## src/rtl/mem_arbiter_pkg.sv

```systemverilog
// Shared types and constants for the two-port memory arbiter.
package mem_arbiter_pkg;

    localparam int ADDR_W = 32;
    localparam int DATA_W = 32;
    localparam int MASK_W = 4;

    localparam logic PORT0 = 1'b0;
    localparam logic PORT1 = 1'b1;

    localparam int RD_LAT_MIN = 1;
    localparam int RD_LAT_MAX = 4;
    // Wide enough to hold RD_LAT_MAX-1.
    localparam int LAT_W = 2;

    typedef enum logic [1:0] {
        ST_IDLE  = 2'd0,
        ST_ISSUE = 2'd1,
        ST_WAIT  = 2'd2,
        ST_ACK   = 2'd3
    } state_t;

endpackage

```

## src/rtl/mem_arbiter_if.sv

```systemverilog
// Requester, memory and status signals of the arbiter bundled as one port.
// slave: the arbiter side. master: requesters plus memory model side.
interface mem_arbiter_if;
    import mem_arbiter_pkg::*;

    logic              p0_req;
    logic              p0_we;
    logic [ADDR_W-1:0] p0_addr;
    logic [DATA_W-1:0] p0_wdata;
    logic [MASK_W-1:0] p0_mask;
    logic              p0_ack;
    logic [DATA_W-1:0] p0_rdata;

    logic              p1_req;
    logic              p1_we;
    logic [ADDR_W-1:0] p1_addr;
    logic [DATA_W-1:0] p1_wdata;
    logic [MASK_W-1:0] p1_mask;
    logic              p1_ack;
    logic [DATA_W-1:0] p1_rdata;

    logic [ADDR_W-1:0] mem_addr;
    logic [DATA_W-1:0] mem_data_out;
    logic [MASK_W-1:0] mem_wr_mask;
    logic              mem_rd;
    logic              mem_wr;
    logic [DATA_W-1:0] mem_data_in;

    logic              busy;
    logic              owner;

    modport slave (
        input  p0_req, p0_we, p0_addr, p0_wdata, p0_mask,
        input  p1_req, p1_we, p1_addr, p1_wdata, p1_mask,
        input  mem_data_in,
        output p0_ack, p0_rdata, p1_ack, p1_rdata,
        output mem_addr, mem_data_out, mem_wr_mask, mem_rd, mem_wr,
        output busy, owner
    );

    modport master (
        output p0_req, p0_we, p0_addr, p0_wdata, p0_mask,
        output p1_req, p1_we, p1_addr, p1_wdata, p1_mask,
        output mem_data_in,
        input  p0_ack, p0_rdata, p1_ack, p1_rdata,
        input  mem_addr, mem_data_out, mem_wr_mask, mem_rd, mem_wr,
        input  busy, owner
    );

endinterface

```

## src/rtl/arb_pick.sv

```systemverilog
// Two-way request picker.
// MEM_ARBITER_RR_EN defined: a tie goes to the port not granted last.
// Otherwise port 0 always wins a tie and the last-grant input is ignored.
module arb_pick
    import mem_arbiter_pkg::*;
(
    input  logic [1:0] req,
    input  logic       last,
    output logic       winner,
    output logic       valid
);

    assign valid = |req;

`ifdef MEM_ARBITER_RR_EN
    // Alternate on a tie, otherwise hand the grant to whichever port asks.
    always_comb begin
        winner = PORT0;
        if (req == 2'b11) begin
            winner = ~last;
        end else if (req[1]) begin
            winner = PORT1;
        end
    end
`else
    logic unused_last;
    assign unused_last = last;

    // Port 1 only wins when port 0 is not asking.
    always_comb begin
        winner = PORT0;
        if (!req[0] && req[1]) begin
            winner = PORT1;
        end
    end
`endif

endmodule

```

## src/rtl/mem_arbiter.sv

```systemverilog
// Two-port memory arbiter: grants one requester at a time, issues a single
// read or write strobe, waits RD_LAT cycles for read data and acks the owner.
// Optional macro MEM_ARBITER_RR_EN selects round-robin tie breaking.
//
// state    | meaning
// ST_IDLE  | no transaction; arbitrate on any request
// ST_ISSUE | mem_rd or mem_wr strobe high for this one cycle
// ST_WAIT  | read issued; counting down to the data-valid edge
// ST_ACK   | one-cycle ack to the owner; requests ignored
module mem_arbiter
    import mem_arbiter_pkg::*;
#(
    parameter int RD_LAT = 1
)
(
    input logic           clk,
    input logic           reset,
    mem_arbiter_if.slave  bus
);

    if (RD_LAT < RD_LAT_MIN || RD_LAT > RD_LAT_MAX) begin : g_rd_lat_range
        $error("mem_arbiter: RD_LAT must be within 1..4");
    end

    // Loaded on ISSUE->WAIT; the capture edge is where it reads zero.
    localparam logic [LAT_W-1:0] LAT_LOAD = LAT_W'(RD_LAT - 1);

    state_t            state;
    logic [LAT_W-1:0]  lat_cnt;
    logic              is_wr;

    logic              pick_winner;
    logic              pick_valid;
    logic              last_grant;

    logic              sel_we;
    logic [ADDR_W-1:0] sel_addr;
    logic [DATA_W-1:0] sel_wdata;
    logic [MASK_W-1:0] sel_mask;

    arb_pick u_pick (
        .req    ({bus.p1_req, bus.p0_req}),
        .last   (last_grant),
        .winner (pick_winner),
        .valid  (pick_valid)
    );

`ifdef MEM_ARBITER_RR_EN
    // Remember the latest winner so the next tie goes the other way.
    always_ff @(posedge clk or posedge reset) begin
        if (reset) begin
            last_grant <= PORT1;
        end else if (state == ST_IDLE && pick_valid) begin
            last_grant <= pick_winner;
        end
    end
`else
    assign last_grant = PORT1;
`endif

    // Route the winning requester's fields toward the memory registers.
    always_comb begin
        if (pick_winner == PORT1) begin
            sel_we    = bus.p1_we;
            sel_addr  = bus.p1_addr;
            sel_wdata = bus.p1_wdata;
            sel_mask  = bus.p1_mask;
        end else begin
            sel_we    = bus.p0_we;
            sel_addr  = bus.p0_addr;
            sel_wdata = bus.p0_wdata;
            sel_mask  = bus.p0_mask;
        end
    end

    // Transaction sequencer; every output is registered here.
    always_ff @(posedge clk or posedge reset) begin
        if (reset) begin
            state            <= ST_IDLE;
            lat_cnt          <= '0;
            is_wr            <= 1'b0;
            bus.owner        <= PORT0;
            bus.busy         <= 1'b0;
            bus.mem_addr     <= '0;
            bus.mem_data_out <= '0;
            bus.mem_wr_mask  <= '0;
            bus.mem_rd       <= 1'b0;
            bus.mem_wr       <= 1'b0;
            bus.p0_ack       <= 1'b0;
            bus.p1_ack       <= 1'b0;
            bus.p0_rdata     <= '0;
            bus.p1_rdata     <= '0;
        end else begin
            bus.mem_rd <= 1'b0;
            bus.mem_wr <= 1'b0;
            bus.p0_ack <= 1'b0;
            bus.p1_ack <= 1'b0;
            case (state)
                ST_IDLE: begin
                    if (pick_valid) begin
                        bus.owner        <= pick_winner;
                        bus.busy         <= 1'b1;
                        bus.mem_addr     <= sel_addr;
                        bus.mem_data_out <= sel_wdata;
                        bus.mem_wr_mask  <= sel_we ? sel_mask : '0;
                        bus.mem_wr       <= sel_we;
                        bus.mem_rd       <= !sel_we;
                        is_wr            <= sel_we;
                        state            <= ST_ISSUE;
                    end
                end
                ST_ISSUE: begin
                    if (is_wr) begin
                        bus.p0_ack <= (bus.owner == PORT0);
                        bus.p1_ack <= (bus.owner == PORT1);
                        state      <= ST_ACK;
                    end else begin
                        lat_cnt <= LAT_LOAD;
                        state   <= ST_WAIT;
                    end
                end
                ST_WAIT: begin
                    if (lat_cnt == '0) begin
                        if (bus.owner == PORT1) begin
                            bus.p1_rdata <= bus.mem_data_in;
                        end else begin
                            bus.p0_rdata <= bus.mem_data_in;
                        end
                        bus.p0_ack <= (bus.owner == PORT0);
                        bus.p1_ack <= (bus.owner == PORT1);
                        state      <= ST_ACK;
                    end else begin
                        lat_cnt <= lat_cnt - 1'b1;
                    end
                end
                ST_ACK: begin
                    bus.busy <= 1'b0;
                    state    <= ST_IDLE;
                end
                default: begin
                    bus.busy <= 1'b0;
                    state    <= ST_IDLE;
                end
            endcase
        end
    end

endmodule

```

## src/flat_wrapper.sv

```systemverilog
// flat-port wrapper written by rule: the top's interface ports become plain ports
module mem_arbiter_flat import mem_arbiter_pkg::*;
#(
    parameter int RD_LAT = 1
)
  (clk, reset, bus_p0_req, bus_p0_we, bus_p0_addr, bus_p0_wdata, bus_p0_mask, bus_p1_req, bus_p1_we, bus_p1_addr, bus_p1_wdata, bus_p1_mask, bus_mem_data_in, bus_p0_ack, bus_p0_rdata, bus_p1_ack, bus_p1_rdata, bus_mem_addr, bus_mem_data_out, bus_mem_wr_mask, bus_mem_rd, bus_mem_wr, bus_busy, bus_owner);
  mem_arbiter_if bus_i ();
  input logic clk;
  input logic reset;
  input wire logic [$bits(bus_i.p0_req)-1:0] bus_p0_req;
  input wire logic [$bits(bus_i.p0_we)-1:0] bus_p0_we;
  input wire logic [$bits(bus_i.p0_addr)-1:0] bus_p0_addr;
  input wire logic [$bits(bus_i.p0_wdata)-1:0] bus_p0_wdata;
  input wire logic [$bits(bus_i.p0_mask)-1:0] bus_p0_mask;
  input wire logic [$bits(bus_i.p1_req)-1:0] bus_p1_req;
  input wire logic [$bits(bus_i.p1_we)-1:0] bus_p1_we;
  input wire logic [$bits(bus_i.p1_addr)-1:0] bus_p1_addr;
  input wire logic [$bits(bus_i.p1_wdata)-1:0] bus_p1_wdata;
  input wire logic [$bits(bus_i.p1_mask)-1:0] bus_p1_mask;
  input wire logic [$bits(bus_i.mem_data_in)-1:0] bus_mem_data_in;
  output wire logic [$bits(bus_i.p0_ack)-1:0] bus_p0_ack;
  output wire logic [$bits(bus_i.p0_rdata)-1:0] bus_p0_rdata;
  output wire logic [$bits(bus_i.p1_ack)-1:0] bus_p1_ack;
  output wire logic [$bits(bus_i.p1_rdata)-1:0] bus_p1_rdata;
  output wire logic [$bits(bus_i.mem_addr)-1:0] bus_mem_addr;
  output wire logic [$bits(bus_i.mem_data_out)-1:0] bus_mem_data_out;
  output wire logic [$bits(bus_i.mem_wr_mask)-1:0] bus_mem_wr_mask;
  output wire logic [$bits(bus_i.mem_rd)-1:0] bus_mem_rd;
  output wire logic [$bits(bus_i.mem_wr)-1:0] bus_mem_wr;
  output wire logic [$bits(bus_i.busy)-1:0] bus_busy;
  output wire logic [$bits(bus_i.owner)-1:0] bus_owner;
  assign bus_i.p0_req = bus_p0_req;
  assign bus_i.p0_we = bus_p0_we;
  assign bus_i.p0_addr = bus_p0_addr;
  assign bus_i.p0_wdata = bus_p0_wdata;
  assign bus_i.p0_mask = bus_p0_mask;
  assign bus_i.p1_req = bus_p1_req;
  assign bus_i.p1_we = bus_p1_we;
  assign bus_i.p1_addr = bus_p1_addr;
  assign bus_i.p1_wdata = bus_p1_wdata;
  assign bus_i.p1_mask = bus_p1_mask;
  assign bus_i.mem_data_in = bus_mem_data_in;
  assign bus_p0_ack = bus_i.p0_ack;
  assign bus_p0_rdata = bus_i.p0_rdata;
  assign bus_p1_ack = bus_i.p1_ack;
  assign bus_p1_rdata = bus_i.p1_rdata;
  assign bus_mem_addr = bus_i.mem_addr;
  assign bus_mem_data_out = bus_i.mem_data_out;
  assign bus_mem_wr_mask = bus_i.mem_wr_mask;
  assign bus_mem_rd = bus_i.mem_rd;
  assign bus_mem_wr = bus_i.mem_wr;
  assign bus_busy = bus_i.busy;
  assign bus_owner = bus_i.owner;
  mem_arbiter #(.RD_LAT(RD_LAT)) u_core (.clk(clk), .reset(reset), .bus(bus_i));
endmodule
```

## config.mk

```make
export PLATFORM = sky130hd
export DESIGN_NAME = mem_arbiter_flat
export DESIGN_NICKNAME = d
export VERILOG_FILES = /design/src/rtl/mem_arbiter_pkg.sv /design/src/rtl/mem_arbiter_if.sv /design/src/rtl/arb_pick.sv /design/src/rtl/mem_arbiter.sv /design/src/flat_wrapper.sv
export SDC_FILE = /design/constraint.sdc
export NUM_CORES = 1
export LEC_CHECK = 0
export BUFFER_PORTS_ARGS = -buffer_cell sky130_fd_sc_hd__buf_2
export CAP_MARGIN = 20
export CORE_AREA = 2 2 122 124
export DETAILED_ROUTE_END_ITERATION = 6
export DIE_AREA = 0 0 124 126
export PLACE_DENSITY = 0.86
export SLEW_MARGIN = 20
export SYNTH_ARGS = -nofsm -noshare
export SYNTH_HDL_FRONTEND = slang
export SYNTH_SLANG_ARGS = --single-unit
export TNS_END_PERCENT = 1
```

## constraint.sdc

```tcl
create_clock -name clk -period 6.59 [get_ports clk]
set_clock_uncertainty 0.15 [all_clocks]
set_input_delay 0.3295 -clock clk [delete_from_list [all_inputs] [get_ports clk]]
set_output_delay 0.3295 -clock clk [all_outputs]
set_load 0.02 [all_outputs]
```

Word-level counts from Yosys, hierarchy flattened
Cells that the tools add are included.
Word-level totals
  bits in registers: 143
  latch bits: 0
  memory bits (writable): 0
  ROM bits: 0
  output and inout port bits: 138
  memories kept: 0
Operators by class
  add/subtract/negate cells: 1
  $mul: 0
  div/mod/pow operators: 0
  $lt $le $gt $ge: 0
  equal/unequal tests: 7
  shift operators: 0
  multiplexer cells: 25
  bitwise logic cells: 1
  reduce and logical (&&, ||, !) cells: 14
Operator list (number)
  $mux 32: 2
  $mux 1: 12
  $reduce_and 3->1: 3
  $mux 2: 4
  $mux 4: 2
  $pmux 2 s4: 1
  $pmux 1 s2: 3
  $reduce_and 2->1: 3
  $eq 2x2->1 const B: 2
  $logic_not 2->1: 2
  $ne 2x1->1 const B: 2
  $ne 2x2->1 const B: 2
  $pmux 2 s2: 1
  $reduce_bool 2->1: 2
  $eq 2x1->1 const B: 1
  $logic_not 1->1: 2
  $reduce_or 2->1: 1
  $sub 2x1->2 const B: 1
  $logic_and 1x1->1: 1
  $not 1->1: 1

Logic depth before layout (Yosys ltp)
Gate-level depths: netlist of the first run.
  depth in word-level cells: 7
  depth in mapped cells: 7
  gate-level depth less buffers: 5

By module
A second synthesis of the first run with hierarchy kept.
Unflattened totals
  cells, all modules: 489
  area, all modules: 6362.4 um2
Modules (own cells, without submodules)
  mem_arbiter: instances 1, cells an instance 487, area an instance 6349.8 um2, sequential area each 3578.4 um2
  arb_pick: instances 1, cells an instance 2, area an instance 12.5 um2, sequential area each 0.0 um2

Worst setup path after synthesis of the first run
Ideal clock, no wire load.
  path kind: register to register
  start point: register u_core.state[0]
  end point: register u_core.bus.p0_rdata[0]
  arrival time: 1.426 ns
  path slack: 4.890 ns
  cell stages (with the launch flop): 6
  period minus slack after synthesis: 1.700 ns
  path through: dfrtp_1 -> inv_1 -> ha_1 -> nand3b_1 -> buf_2 -> mux2_2
On the way
  word-level cells in the longest chain between the ends: 2
Ends and longest elaborated chain
  start: declaration: line mem_arbiter.sv:28  | state_t state;
  start signal: assignment: line mem_arbiter.sv:79  | state <= ST_IDLE;
  start signal: assignment: line mem_arbiter.sv:109  | state <= ST_ISSUE;
  start signal: assignment: line mem_arbiter.sv:116  | state <= ST_ACK;
  $eq 2x2->1: line mem_arbiter.sv:98  | case (state)
  $reduce_and 3->1 (no source line)
  end signal: assignment: line mem_arbiter.sv:127  | bus.p0_rdata <= bus.mem_data_in;
  end: declaration: line mem_arbiter_if.sv:36  | output p0_ack, p0_rdata, p1_ack, p1_rdata,
Every way passes these cells.
A chain may end at the register's enable or synchronous reset.

Final worst setup path of the first run
  start point: register u_core.state[0]
  end point: register u_core.bus.p1_rdata[28]
On the way
  word-level cells in the longest chain between the ends: 2
Ends and longest elaborated chain
  $eq 2x2->1: line mem_arbiter.sv:98
  $reduce_and 3->1 (no source line)
  end signal: assignment: line mem_arbiter.sv:125  | bus.p1_rdata <= bus.mem_data_in;
  end: declaration: line mem_arbiter_if.sv:36
Every way passes these cells.

==> results of run 1 <==
-- registers in the layout, summed over array words and instances, names as in the netlist --
signal and cells:
u_core.bus.mem_wr 1, u_core.bus.busy 1, u_core.bus.mem_wr_mask 4, u_core.is_wr 1, u_core.bus.p1_ack 1, u_core.bus.p0_rdata 32, u_core.bus.p0_ack 1, u_core.lat_cnt 2
u_core.bus.owner 1, u_core.bus.p1_rdata 32, u_core.bus.mem_data_out 32, u_core.bus.mem_rd 1, u_core.bus.mem_addr 32, u_core.state 2
-- how the worst min path moves through the flow --
stage	end	depth (start not counted)
2_1_floorplan	u_core.bus.mem_rd	1
3_3_place_gp	u_core.bus.p0_rdata[18]	2
3_5_place_dp	u_core.bus.p1_rdata[18]	2
4_1_cts	u_core.bus.p1_rdata[5]	2
5_1_grt	u_core.bus.p1_rdata[5]	2
6_report	u_core.bus.p0_rdata[22]	2
-- per-layer routing --
metal | track usage | wire length, um | part of all wire
met4 | 0.0701 | 226 | 0.014
met2 | 0.368 | 7990 | 0.51
met3 | 0.0652 | 1380 | 0.087
met5 | 0 | 0 | 0
met1 | 0.233 | 6200 | 0.39
-- cell type report --
cell class / instances / area [um^2] / area share
clock buffer: 17 / 425 / 0.0494
multi-input combinational: 308 / 2330 / 0.270
sequential: 143 / 3580 / 0.415
timing repair buffer: 333 / 1770 / 0.205
tap: 184 / 230 / 0.0267
clock inverter: 15 / 256 / 0.0298
antenna: 1 / 2.50 / 0.000290
inverter: 8 / 35.0 / 0.00406
-- per-stage QoR --
stage | cells | setup slack [ps] | hold WS, ps
floorplan | 488 | 2270 | 270
global placement | 960 | 4290 | 276
detailed placement | 960 | 4180 | 285
CTS | 1008 | 4370 | 0.347
global route | 1008 | 4360 | 6.25
finish | 1009 | 4560 | 22.7
-- cells in the final DEF (no fill, tap or decap) --
cell             n
nor2b_1          1
o311ai_0         1
dlygate4sd3_1   16
nand3_1          1
o21ai_1         10
and3_1           1
a211oi_2         1
diode_2          1
a22oi_1          1
clkinv_2         2
mux2i_1         70
inv_6            3
bufinv_16        6
buf_6            1
a2bb2oi_1        1
buf_4            5
nand2b_4         1
nand2_1         71
inv_8            2
buf_2          311
nand2b_1         1
o21ai_0         61
dfrtp_1        143
ha_1             8
and3b_1          1
clkbuf_16       17
and2_1           1
mux2_2          66
nand3b_1         1
nor2_1           3
inv_1            7
o21ai_4          1
a211oi_1         2
clkinv_4         3
a21oi_1          4
-- logic make-up after synthesis --
kind of cell,share of synthesized area
flops,0.586
mux,0.236
compound gates,0.0715
simple gates,0.0553
buf+inv,0.0350
fa+ha+maj,0.0164
-- power breakdown --
group / total [uW] / switching, uW / internal [uW]
sequential: 1540 / 221 / 1320
combinational: 1850 / 1130 / 714
clock: 1100 / 381 / 718
total: 4480 / 1730 / 2750
-- worst register-to-register path, stage by stage, from the launching register on --
cell and delay, ps:
dfrtp_1 410, inv_1 120, ha_1 270, nand3_1 150, buf_4 390, mux2_2 410
==> flow_summary.json, run 1 <==
{
  "cts_buffer_depth": 2,
  "tightest_slew_ps": 763,
  "crit_fanout": 30,
  "avgViaCountPerCell": 4.83,
  "reg2reg_slack_ps": 4560,
  "period_needed_ps": 2030,
  "endpoint": "u_core.bus.p1_rdata[28]",
  "wire_per_inst_um": 15.7,
  "crit_slowest_cell": "dfrtp_1",
  "cts_root_buf": "clkbuf_16",
  "drc": 0,
  "synth_top_area_share": 0.586,
  "worstHoldStart": "bus_mem_data_in[22]",
  "yosysMostFrequentCell": "dfrtp_1",
  "firstDrtPassIters": 4,
  "core_um2": 14300,
  "die_x_um": 124,
  "slowest_delay_ps": 410,
  "synthTopCellsByArea": "dfrtp_1 59%, mux2_2 12%, mux2i_1 11%",
  "outcome": "finished, final reports clean",
  "clkLatencyLatePin_ps": 410,
  "grt_usage": 0.207,
  "crit_start": "u_core.state[0]",
  "place_area_um2": 7770,
  "path_buf_inv": 2,
  "ys_types": 29,
  "place.gp.congestion": 0.796,
  "synth_fp_nets": 670,
  "cp.depth": 5,
  "drive_gt1_frac": 0.508,
  "overflow": 0,
  "synth_commonest_cells": "143 x dfrtp_1, 71 x nand2_1, 70 x mux2i_1, 66 x mux2_2, 61 x o21ai_0",
  "synth-edff-count": 0,
  "fin_nets": 993,
  "design_area_um2": 8620,
  "dieArea_um2": 15600,
  "cp.arrival_ps": 2170,
  "antenna_found_initial": 1,
  "hold_violations": 0,
  "syn-cell-area_um2": 6110,
  "maxSlewViolCount": 0,
  "grt_pass1_vias": 5010,
  "fillers": 1169,
  "vias": 4874,
  "antenna_left": 0,
  "setup_violations": 0,
  "rr_startpoint": "u_core.state[0]",
  "netlist_instances": 488,
  "ys_seq_area_frac": 0.586,
  "async_flop_share": 1.00,
  "reg2reg_depth": 5,
  "criticalPathCategory": "reg2reg",
  "yosys_warnings": 0,
  "grt_pass1_wl_mm": 25.0,
  "cts_tree": "yes",
  "io_pins": 312,
  "drt-total-wl_mm": 15.8,
  "port_buffers": 311,
  "drtIter0Drc": 138,
  "synth.avg_cell_area_um2": 12.5,
  "p_leak_uw": 0.00470,
  "r2r-end": "u_core.bus.p1_rdata[28]",
  "critPathLaunchType": "register",
  "cts_buffers": 17,
  "area_delta_synth_final_pct": 41.1,
  "power_density_nw_per_um2": 520,
  "cts.clk_slew.worst_paths_ps": 60,
  "ys.flop_type": "dfrtp_1",
  "worstPathRequired_ps": 6730,
  "p_total_uw": 4480,
  "htreeDepth": 4,
  "cp_top_family": "buffers and inverters",
  "slew_headroom": 0.491,
  "rsz0062_at_grt": "no",
  "fmax_ghz": 0.492,
  "die_y_um": 126,
  "drv_cap": 0,
  "grt_max_degree": 82,
  "worst_setup_path_end_kind": "register",
  "hp-class": "in2reg",
  "place_hpwl_mm": 11.6,
  "synth_area_leader_cell": "dfrtp_1",
  "finish.utilization": 0.602,
  "postCtsSetupBuffers": 0,
  "initial_utilization": 0.427,
  "ctsResizeCount": 0,
  "peakVddDrop_mv": 0.219,
  "ys_seq_elements": 143,
  "postCtsHoldBufs": 16,
  "core.rowCount": 44,
  "worstPathCellList": "inv_1, ha_1, nand3_1, buf_4, mux2_2",
  "tns_ps": 0,
  "clock_sinks": 143,
  "fin_crit_sh": 0.309
}
Note: power is estimated with default switching activity, not from simulation.
==> run 2, diff against run 1 <==
==> constraint.sdc (replaced) <==
create_clock -name clk -period 2 [get_ports clk]
set_clock_uncertainty 0.15 [all_clocks]
set_input_delay 0.1 -clock clk [delete_from_list [all_inputs] [get_ports clk]]
set_output_delay 0.1 -clock clk [all_outputs]
set_load 0.02 [all_outputs]
==> run 2 against run 1 <==
First-iteration DRC count up 53%. Setup slack got worse by 4500 ps. Routed wire length increased by 35%. Sequential share of layout area fell by 6.5 points. Global-route usage increased by 6.8 points. Sequential cell count stayed put. Critical endpoint is now u_core.bus.busy.
==> flow_summary.json, run 2 (synthesis results as in run 1) <==
{
  "outcome": "finished, final reports clean",
  "place_area_um2": 7920,
  "reg2reg_depth": 5,
  "p_total_uw": 14800,
  "hold_violations": 0,
  "crit_start": "u_core.state[0]",
  "drv_cap": 0,
  "r2r-end": "u_core.bus.busy",
  "firstDrtPassIters": 4,
  "design_area_um2": 10200,
  "slowest_delay_ps": 590,
  "critPathLaunchType": "register",
  "tightest_slew_ps": 717,
  "cp_top_family": "buffers and inverters",
  "cp.arrival_ps": 2080,
  "place.gp.congestion": 0.776,
  "crit_slowest_cell": "dlygate4sd3_1",
  "io_pins": 312,
  "maxSlewViolCount": 0,
  "slew_headroom": 0.517,
  "rsz0062_at_grt": "no",
  "cts_root_buf": "clkbuf_16",
  "grt_pass1_wl_mm": 32.6,
  "port_buffers": 311,
  "overflow": 0,
  "worstPathCellList": "inv_1, ha_4, o311ai_0, dlygate4sd3_1, o21ai_0",
  "crit_fanout": 7,
  "fmax_ghz": 0.527,
  "clkLatencyLatePin_ps": 410,
  "postCtsSetupBuffers": 0,
  "p_leak_uw": 0.00535,
  "drt-total-wl_mm": 21.3,
  "power_density_nw_per_um2": 1450,
  "htreeDepth": 4,
  "clock_sinks": 143,
  "worst_setup_path_end_kind": "register",
  "criticalPathCategory": "reg2reg",
  "initial_utilization": 0.427,
  "drtIter0Drc": 211,
  "finish.utilization": 0.713,
  "drive_gt1_frac": 0.431,
  "place_hpwl_mm": 11.6,
  "antenna_left": 0,
  "fin_crit_sh": 0.949,
  "hold_depth": 3,
  "core.rowCount": 44,
  "rr_startpoint": "u_core.state[0]",
  "fin_nets": 1160,
  "peakVddDrop_mv": 0.660,
  "setup_violations": 0,
  "period_needed_ps": 1900,
  "hp-class": "in2reg",
  "final_common_cell": "buf_2",
  "final_cell_mix": "311 x buf_2, 175 x dlygate4sd3_1, 143 x dfrtp_1",
  "cts.clk_slew.worst_paths_ps": 60,
  "area_delta_synth_final_pct": 67.1,
  "grt_max_degree": 86,
  "vias": 5903,
  "cts_tree": "yes",
  "die_x_um": 124,
  "tns_ps": 0,
  "reg2reg_slack_ps": 100,
  "worstHoldStart": "bus_p1_req",
  "fillers": 915,
  "worst_hold_path.endpoint": "u_core.bus.mem_rd",
  "core_um2": 14300,
  "drc": 0,
  "n_antenna_cell": 0,
  "die_y_um": 126,
  "holdWs_ps": 37.4,
  "worstPathRequired_ps": 2180,
  "antenna_found_initial": 0,
  "cts_buffers": 17,
  "dieArea_um2": 15600,
  "grt_pass1_vias": 6453,
  "wire_per_inst_um": 18.1,
  "cts_buffer_depth": 2,
  "grt_usage": 0.275,
  "path_buf_inv": 2,
  "avgViaCountPerCell": 5.03
}
[run 2: through the flow]
stage / std cells / worst slack (ps)
4_1_cts: 1174 / 21.2
6_report: 1174 / 103
3_3_place_gp: 968 / 284
3_5_place_dp: 968 / 181
5_1_grt: 1174 / 21.6
2_1_floorplan: 488 / -41.1
[run 2: layout make-up]
type / instances / area [um^2] / share of cell area
clock buffer: 18 / 439 / 0.0430
sequential: 143 / 3580 / 0.350
tap: 184 / 230 / 0.0225
timing repair buffer: 500 / 3500 / 0.343
clock inverter: 13 / 90.1 / 0.00882
multi-input combinational: 308 / 2340 / 0.229
inverter: 8 / 33.8 / 0.00331
[run 2: worst max path at each step]
stage / cells past startpoint / slack, ps / end
5_1_grt: 5 / 20 / u_core.bus.busy
2_1_floorplan: 1 / -40 / u_core.bus.busy
4_1_cts: 5 / 20 / u_core.bus.busy
3_3_place_gp: 5 / 280 / u_core.bus.p1_rdata[14]
3_5_place_dp: 4 / 180 / u_core.bus.mem_wr_mask[0]
6_report: 5 / 100 / u_core.bus.busy
[run 2: where the power goes]
| part | leakage (uW) | switching (uW) | internal [uW] |
|---|---|---|---|
| logic | 0.00336 | 4010 | 2740 |
| registers | 0.00173 | 822 | 4340 |
| clock network | 0.000254 | 1240 | 1610 |
[run 2: what timing repair did]
item / 4_1_cts / 5_1_grt
hold buffers: 175 / 0
resized for setup: 0 / 2
hold endpoints to repair: 279 / 0
setup endpoints to repair: 0 / 3
[run 2: per-layer routing]
metal  GRT usage  part of all wire  vias to the layer above
met5           0                 0                        -
met4       0.117             0.032                        0
met3      0.0788             0.083                       62
met2       0.501              0.52                      328
met1       0.291              0.36                     2836
li1            -                 -                     2677
[run 2: tightest hold or removal path, delay by kind of cell]
kind / cells / cell delay [ps]
buffers and inverters: 1 / 160
AOI/OAI and AO/OA: 2 / 290
==> run 3, diff against run 2 <==
--- a/config.mk
+++ b/config.mk
@@ -7,10 +7,12 @@
 export LEC_CHECK = 0
 export BUFFER_PORTS_ARGS = -buffer_cell sky130_fd_sc_hd__buf_2
 export CAP_MARGIN = 20
-export CORE_AREA = 2 2 122 124
+export CELL_PAD_IN_SITES_DETAIL_PLACEMENT = 1
+export CELL_PAD_IN_SITES_GLOBAL_PLACEMENT = 1
+export CORE_AREA = 2 2 138 140
 export DETAILED_ROUTE_END_ITERATION = 6
-export DIE_AREA = 0 0 124 126
-export PLACE_DENSITY = 0.86
+export DIE_AREA = 0 0 140 142
+export PLACE_DENSITY = 0.88
 export SLEW_MARGIN = 20
 export SYNTH_ARGS = -nofsm -noshare
 export SYNTH_HDL_FRONTEND = slang
==> run 3 against run 2 <==
The flow now finishes with violations (DRC). Worst hold slack better by 26 ps. Combinational power is 4.7% higher. Critical path depth is 1 higher.
==> flow_summary.json, run 3 (synthesis results as in run 1) <==
{
  "outcome": "complete, but fails checks",
  "failed_checks": "DRC",
  "avgViaCountPerCell": 4.83,
  "firstDrtPassIters": 6,
  "initial_utilization": 0.331,
  "wire_per_inst_um": 20.2,
  "final_common_cell": "buf_2",
  "core.rowCount": 50,
  "drc": 25,
  "antenna_found_initial": 1,
  "cts.clk_slew.worst_paths_ps": 60,
  "clkPwrFrac": 0.215,
  "criticalPathCategory": "reg2reg",
  "antenna_left": 0,
  "fmax_ghz": 0.532,
  "hp-class": "in2reg",
  "hold_violations": 0,
  "tightest_slew_ps": 797,
  "drv_cap": 0,
  "finish.utilization": 0.563,
  "setup_violations": 0,
  "vias": 5922,
  "cts_buffers": 17,
  "port_buffers": 311,
  "tns_ps": 0,
  "pre_cts_ws_ps": 117,
  "grt_pass1_vias": 6805,
  "grt_usage": 0.249,
  "cts_tree": "yes",
  "place_hpwl_mm": 13.9,
  "swShare": 0.416,
  "maxSlewViolCount": 0,
  "cts_buffer_depth": 2,
  "die_x_um": 140,
  "power_density_nw_per_um2": 1510,
  "intPower_uw": 9170,
  "fin_nets": 1159,
  "peakVddDrop_mv": 0.573,
  "drtIter0Drc": 181,
  "worstPathRequired_ps": 2150,
  "overflow": 0,
  "seqPwrFrac": 0.334,
  "p_comb_frac": 0.451,
  "area_delta_synth_final_pct": 69.9,
  "rsz0062_at_grt": "no",
  "crit_fanout": 66,
  "postCtsSetupBuffers": 0,
  "core_um2": 18500,
  "cp.arrival_ps": 2030,
  "htreeDepth": 4,
  "setup_ws_ps": 122,
  "place.gp.congestion": 0.748,
  "p_leak_uw": 0.00540,
  "holdWs_ps": 63.7,
  "worst_setup_path_end_kind": "register",
  "drive_gt1_frac": 0.431,
  "clkLatencyLatePin_ps": 420,
  "io_pins": 312,
  "drt-total-wl_mm": 24.7,
  "p_switching_uw": 6530,
  "fillers": 2001,
  "cts_root_buf": "clkbuf_16",
  "grt_pass1_wl_mm": 37.9,
  "fin_crit_sh": 0.939,
  "critPathLaunchType": "register",
  "clock_sinks": 143,
  "slew_headroom": 0.463,
  "grt_max_degree": 67,
  "die_y_um": 142,
  "dieArea_um2": 19900,
  "final_cell_mix": "311 x buf_2, 176 x dlygate4sd3_1, 143 x dfrtp_1",
  "period_needed_ps": 1880
}
run 3: cell type report:
| cell class | instances | area (um^2) | share of cell area |
|---|---|---|---|
| well taps | 234 | 293 | 0.0282 |
| inverters | 8 | 33.8 | 0.00325 |
| flip-flops and latches | 143 | 3580 | 0.345 |
| multi-input cells | 308 | 2340 | 0.225 |
| clock inverters | 13 | 175 | 0.0169 |
| repair buffers | 499 | 3510 | 0.338 |
| diodes | 1 | 2.50 | 0.000241 |
| clock buffers | 19 | 453 | 0.0436 |
run 3: critical path, cell delays in order, from the launching register on:
cell     delay (ps)
dfrtp_1         440
inv_1           150
ha_4            210
o21ai_4         200
buf_12          320
nand2_1         100
o21ai_1         170
run 3: power by group through the flow:
stage / Combinational (uW) / Sequential [uW] / Clock, uW
finish: 7080 / 5240 / 3370
global route: 7560 / 5380 / 3570
CTS: 6770 / 5130 / 3440
detailed placement: 6440 / 5140 / 0
global placement: 6150 / 5040 / 0
floorplan: 2260 / 6750 / 0
run 3: per-stage QoR:
| step | area [um^2] | power, uW | std cells |
|---|---|---|---|
| finish | 10400 | 15700 | 1225 |
| global route | 10400 | 16500 | 1225 |
| CTS | 10400 | 15300 | 1224 |
| detailed placement | 7980 | 11600 | 1016 |
| global placement | 7980 | 11200 | 1016 |
| floorplan | 6110 | 9010 | 488 |
run 3: final timing paths:
kind / from / end / slack, ps / depth (start not counted)
max in group asynchronous: reset / u_core.bus.p1_rdata[9] / 480 / 5
max: u_core.state[1] / u_core.bus.mem_data_out[11] / 120 / 6
max reg2reg: u_core.state[1] / u_core.bus.mem_data_out[11] / 120 / 6
min: bus_p1_req / u_core.bus.mem_rd / 60 / 3
min in group asynchronous: reset / u_core.bus.p0_ack / 570 / 4
min reg2reg: u_core.bus.mem_addr[13] / u_core.bus.mem_addr[13] / 330 / 2
run 3: repair_timing:
action                     in CTS  in global routing
hold buffers                  176                  0
gates resized for setup         0                  4
hold endpoints to repair      279                  0
setup endpoints to repair       0                 38
run 3: routing by layer:
metal,up-vias,GRT usage,part of all wire
met4,0,0.105,0.033
met5,-,0,0
met1,2902,0.260,0.37
li1,2672,-,-
met3,63,0.0784,0.075
met2,285,0.464,0.52
